$ cat config.mk
export PLATFORM = sky130hd
export DESIGN_NAME = alu_op_sequencer
export DESIGN_NICKNAME = d
export VERILOG_FILES = /design/src/rtl/alu_op_sequencer.sv
export SDC_FILE = /design/constraint.sdc
export NUM_CORES = 1
export LEC_CHECK = 0
export ABC_CLOCK_PERIOD_IN_PS = 3230
export BUFFER_PORTS_ARGS = -buffer_cell sky130_fd_sc_hd__buf_2
export CORE_MARGIN = 8
export CORE_UTILIZATION = 28
export CTS_BUF_LIST = sky130_fd_sc_hd__clkbuf_16
export CTS_CLUSTER_SIZE = 20
export DETAILED_ROUTE_END_ITERATION = 12
export PLACE_DENSITY_LB_ADDON = 0.2
export SETUP_SLACK_MARGIN = 0.1
export SKIP_LAST_GASP = 1
export SYNTH_ARGS = -nofsm -noshare
export SYNTH_HDL_FRONTEND = slang
export SYNTH_SLANG_ARGS = --single-unit
$ cat constraint.sdc
create_clock -name clk -period 3.23 [get_ports clk]
set_input_delay 0.4845 -clock clk [delete_from_list [all_inputs] [get_ports clk]]
set_output_delay 0.4845 -clock clk [all_outputs]
set_load 0.01 [all_outputs]
$ cat src/rtl/alu_op_sequencer.sv
// Multi-cycle controller for the BreadBoard ALU: one shared adder serves
// add/sub, shift-add multiply and restoring divide through a small FSM.
module alu_op_sequencer #(
  parameter int WIDTH = 4
) (
  input  logic             clk,
  input  logic             rst_n,
  input  logic             req_valid,
  output logic             req_ready,
  input  logic [WIDTH-1:0] inputA,
  input  logic [WIDTH-1:0] inputB,
  input  logic [3:0]       command,
  output logic             rsp_valid,
  input  logic             rsp_ready,
  output logic [WIDTH-1:0] result,
  output logic             error,
  output logic             busy
);

  localparam int CW = (WIDTH > 1) ? $clog2(WIDTH) : 1;
  localparam logic [CW-1:0] LAST = CW'(WIDTH - 1);

  localparam logic [1:0] S_IDLE   = 2'd0;
  localparam logic [1:0] S_ADDSUB = 2'd1;
  localparam logic [1:0] S_ITER   = 2'd2;
  localparam logic [1:0] S_DONE   = 2'd3;

  localparam logic [3:0] C_ADD = 4'd1;
  localparam logic [3:0] C_SUB = 4'd2;
  localparam logic [3:0] C_MUL = 4'd3;
  localparam logic [3:0] C_DIV = 4'd4;
  localparam logic [3:0] C_MOD = 4'd5;

  logic [1:0]       state;
  logic [CW-1:0]    cnt;
  logic [WIDTH-1:0] a_r;
  logic [WIDTH-1:0] b_r;
  logic [3:0]       cmd_r;
  logic [WIDTH-1:0] hi;
  logic [WIDTH-1:0] lo;

  logic is_sub;
  logic is_mul;
  logic is_dm;
  logic is_mod;

  assign is_sub = (cmd_r == C_SUB);
  assign is_mul = (cmd_r == C_MUL);
  assign is_mod = (cmd_r == C_MOD);
  assign is_dm  = (cmd_r == C_DIV) | is_mod;

  logic in_as;
  logic in_it;

  assign in_as = (command == C_ADD) | (command == C_SUB);
  assign in_it = (command == C_MUL) | (command == C_DIV)
               | (command == C_MOD);

  // Shared adder, one bit wider than needed so the divide borrow is visible.
  logic [WIDTH:0]   x;
  logic [WIDTH:0]   y;
  logic             inv;
  logic [WIDTH+1:0] sum;

  always_comb begin
    x   = {1'b0, a_r};
    y   = {1'b0, b_r};
    inv = 1'b0;
    unique case (1'b1)
      is_sub: inv = 1'b1;
      is_mul: begin
        x = {1'b0, hi};
        y = {1'b0, a_r};
      end
      is_dm: begin
        x   = {hi, lo[WIDTH-1]};
        inv = 1'b1;
      end
      default: ;
    endcase
  end

  assign sum = {1'b0, x}
             + {1'b0, y ^ {(WIDTH+1){inv}}}
             + {{(WIDTH+1){1'b0}}, inv};

  logic [WIDTH-1:0] bb;
  logic             ovf;

  assign bb  = b_r ^ {WIDTH{is_sub}};
  assign ovf = (a_r[WIDTH-1] ~^ bb[WIDTH-1])
             & (sum[WIDTH-1] ^ a_r[WIDTH-1]);

  logic [WIDTH-1:0] mul_hi;
  logic [WIDTH-1:0] mul_lo;
  logic             ok;
  logic [WIDTH-1:0] rem_n;
  logic [WIDTH-1:0] quo_n;
  logic [WIDTH-1:0] hi_n;
  logic [WIDTH-1:0] lo_n;

  assign mul_hi = lo[0] ? sum[WIDTH:1] : {1'b0, hi[WIDTH-1:1]};
  assign mul_lo = {lo[0] ? sum[0] : hi[0], lo[WIDTH-1:1]};

  // Restoring step: keep the difference only when no borrow occurred.
  assign ok    = sum[WIDTH+1];
  assign rem_n = ok ? sum[WIDTH-1:0] : {hi[WIDTH-2:0], lo[WIDTH-1]};
  assign quo_n = {lo[WIDTH-2:0], ok};

  assign hi_n = is_mul ? mul_hi : rem_n;
  assign lo_n = is_mul ? mul_lo : quo_n;

  always_ff @(posedge clk or negedge rst_n) begin
    if (!rst_n) begin
      state  <= S_IDLE;
      cnt    <= '0;
      a_r    <= '0;
      b_r    <= '0;
      cmd_r  <= '0;
      hi     <= '0;
      lo     <= '0;
      result <= '0;
      error  <= 1'b0;
    end else begin
      unique case (state)
        S_IDLE: begin
          if (req_valid) begin
            a_r   <= inputA;
            b_r   <= inputB;
            cmd_r <= command;
            cnt   <= '0;
            hi    <= '0;
            lo    <= (command == C_MUL) ? inputB : inputA;
            unique case (1'b1)
              in_as: state <= S_ADDSUB;
              in_it: state <= S_ITER;
              default: begin
                state  <= S_DONE;
                result <= '0;
                error  <= 1'b1;
              end
            endcase
          end
        end
        S_ADDSUB: begin
          result <= sum[WIDTH-1:0];
          error  <= ovf;
          state  <= S_DONE;
        end
        S_ITER: begin
          hi  <= hi_n;
          lo  <= lo_n;
          cnt <= cnt + CW'(1);
          if (cnt == LAST) begin
            state  <= S_DONE;
            result <= is_mul ? mul_lo : (is_mod ? rem_n : quo_n);
            error  <= is_mul ? (|mul_hi) : (b_r == '0);
          end
        end
        S_DONE: begin
          if (rsp_ready) state <= S_IDLE;
        end
        default: state <= S_IDLE;
      endcase
    end
  end

  assign req_ready = (state == S_IDLE);
  assign busy      = (state != S_IDLE);
  assign rsp_valid = (state == S_DONE);

endmodule

==> impl_metrics.csv <==
group,metric,value,unit
sta,clock.fmax,332.7,MHz
yosys,synth_fa_ha_area_share,6.889,%
setup_path,crit_path_end_kind,"flop",
cts,cts_sinks,29,
yosys,synth_top_family_by_area,"compound AO/OA/AOI/OAI gates",
cells_and_area,antenna_cells,0,
cts,clock_path_buffers,2,
sta,setup_violations,0,
sta,fin_worst_hold_slack,246.9,ps
grt,track_usage,12.15,%
cells_and_area,area.growth.synth_to_final,25.31,%
drt,drt-total-wl,6843,um
setup_path,crit_fanout,7,
drt,drt_iter0_markers,127,
sta,hold_viol_final,0,
die,rows,33,
die,die_y,106.4,um
cells_and_area,num-fill-cells,849,
grt,grt_pass1_wl,10920,um
cts,cts_tree,"done",
placement,place.gp.congestion,0.8479,
yosys,synth_edf_count,0,
cts,hold_buffers,0,
die,start_util,28.42,%
grt,grt_overflow,0,
yosys,yosys.area_share.simple,20.34,%
yosys,yosys_warnings,0,
die,dieArea,11320,sq um
sta,setup_tns,0,ps
yosys,syn-num-nets,280,
cells_and_area,drive_gt1_share,30.27,%
setup_path,crit_type,"reg2reg",
cts,clk_pin_slew,50,ps
sta,layout_min_cycle_time,3005,ps
drt,drcViolationCount,0,
run,cap_violations,0,
yosys,synth_compound_area_share,21.21,%
sta,worst_pin_slew,674.7,ps
drt,drtPass1Iterations,4,
drt,drtAntennaViolNets,0,
drt,via_per_inst,5.175,
cts,cts_root_buf,"clkbuf_16",
sta,rsz0062_at_grt,"false",
sta,finalCritPeriodShare,93.04,%
yosys,syn_inst,252,
grt,grt_max_degree,30,
yosys,synthFlopType,"dfrtp_1",
placement,numPortBuffers,23,
yosys,muxShareOfSynthArea,12.90,%
yosys,synthArstFlopShare,100.0,%
sta,slew_violations,0,
cells_and_area,fin_nets,321,
setup_path,worstPathRequired,3390,ps
die,fp.dieW,106.4,um
grt,antenna_found_initial,0,
yosys,syn_avg_cell_area,9.081,sq um
grt,grt_pass1_vias,2064,
hold_path,hp-class,"in2async",
cts,clock_latency,280,ps
yosys,synth_xor_area_share,3.445,%
cts,cts_buffers,5,
sta,clock-skew-final,3.661,ps
setup_path,crit_path_start_kind,"flop",
drt,routedWlPerCell,17.15,um
yosys,ys_types,55,
outcome,outcome,"finished clean",
cts,htree_levels,2,
yosys,synth_seq_area_share,31.71,%
die,core_area,8051,sq um
die,ioPinCount,24,
yosys,synth-seq-cells,29,
placement,dp_hpwl,5296,um
sta,relSlewSlack,54.67,%
setup_path,crit_arrival,3160,ps
sta,fin_ws,224.7,ps
yosys,syn_area,2288,sq um
drt,route.vias.total,2065,
placement,dp_slack,16.75,ps
-- state kept, by name (all words and copies together), names as in the netlist, 2 cells and up --
| signal | cells |
|---|---|
| cnt | 2 |
| b_r | 4 |
| a_r | 4 |
| state | 2 |
| cmd_r | 4 |
| result | 4 |
| hi | 4 |
| lo | 4 |
-- layout make-up --
class | count | area (sq um) | area share, %
multi-input combinational | 203 | 1558 | 54.32
clock buffer | 5 | 125.1 | 4.363
inverter | 11 | 41.29 | 1.440
timing repair buffer | 43 | 269.0 | 9.380
clock inverter | 3 | 12.51 | 0.4363
sequential | 29 | 730.7 | 25.48
tap | 105 | 131.4 | 4.581
-- cells in the mapped netlist (2+ instances only) --
master / count / area, sq um
nand2_1: 27 / 101.4
o31ai_1: 2 / 15.01
a22o_1: 2 / 17.52
clkbuf_1: 7 / 26.28
a21boi_0: 2 / 15.01
mux2i_1: 10 / 100.1
or3_1: 3 / 18.77
o21ai_0: 15 / 75.07
a22oi_1: 5 / 37.54
and2_1: 5 / 31.28
mux2_2: 14 / 157.7
nand3_1: 4 / 20.02
dfrtp_1: 29 / 725.7
nand2b_1: 4 / 25.02
nor2b_1: 2 / 12.51
or2_1: 2 / 12.51
a31o_2: 2 / 17.52
xnor2_1: 6 / 52.55
inv_1: 11 / 41.29
a21o_1: 3 / 22.52
o21ai_1: 6 / 30.03
nor3_1: 9 / 45.04
xor2_1: 3 / 26.28
a21oi_1: 14 / 70.07
a32oi_1: 3 / 26.28
and3_1: 2 / 12.51
nor3b_1: 2 / 15.01
a211oi_1: 4 / 30.03
nor4b_1: 2 / 17.52
ha_1: 11 / 137.6
a211o_1: 2 / 17.52
a41oi_1: 2 / 17.52
and4bb_1: 2 / 25.02
a31oi_1: 3 / 18.77
nor2_1: 12 / 45.04
-- worst paths after layout --
kind,startpoint,endpoint,slack (ps),depth (start not counted)
max reg2reg,cmd_r[3],error,220,12
max in group asynchronous,rst_n,cmd_r[1],2500,1
min in group clk,inputA[3],a_r[3],460,2
min,rst_n,cnt[0],250,1
max,cmd_r[3],error,220,12
min reg2reg,cnt[0],cnt[0],510,1
-- timing repair --
| action | 4_1_cts | 5_1_grt |
|---|---|---|
| setup buffers | 2 | 2 |
| resized for setup | 1 | 21 |
| setup endpoints to repair | 3 | 10 |
| pin swaps | 2 | 6 |
-- through the flow --
step / utilization, % / area [sq um] / std cells
after floorplan: - / 2288 / 252
after global placement: 32.49 / 2616 / 387
after detailed placement: 32.49 / 2616 / 387
after CTS: 34.41 / 2770 / 397
after global routing: 35.62 / 2868 / 399
final: 35.62 / 2868 / 399
-- per-layer routing --
layer / global-route usage [%] / share of wire, % / vias to the layer above
li1: - / - / 1012
met1: 17.02 / 50 / 999
met2: 17.87 / 44 / 48
met3: 2.601 / 4.5 / 6
met4: 4.322 / 1.4 / 0
met5: 0 / 0 / -
-- worst max-delay path, cell delays in order, from the launching register on --
cell,delay (ps)
dfrtp_2,460
nand4bb_4,270
mux2_4,350
mux2i_4,220
and2_1,190
fa_2,370
inv_1,60
a21o_1,120
a21oi_1,90
xnor2_1,240
a41oi_1,210
a2111oi_4,230
o21ai_1,90
-- logic make-up after synthesis --
kind of cell	after synthesis
muxes	26
and+or+nand+nor	83
AOI/OAI and AO/OA	73
buffers and inverters	20
adders and majority gates	12
DFF	29
xor gates and xnor gates	9
-- cell usage in the layout, fill, tap and decap left out, drive strengths merged, types with 5 or more instances in the layout --
master  Yosys  routed
a21oi      15      15
a22oi       5       5
and2        5       5
buf         2      43
clkbuf      7       5
dfrtp      29      29
ha         11      11
inv        11      11
mux2       15      15
mux2i      11      11
nand2      27      27
nor2       12      12
nor3        9       9
o21ai      21      21
xnor2       6       6
Power is left out: the tool's default activity adds up to more than one toggle a clock period on the data nets, which glitch-free logic cannot reach.
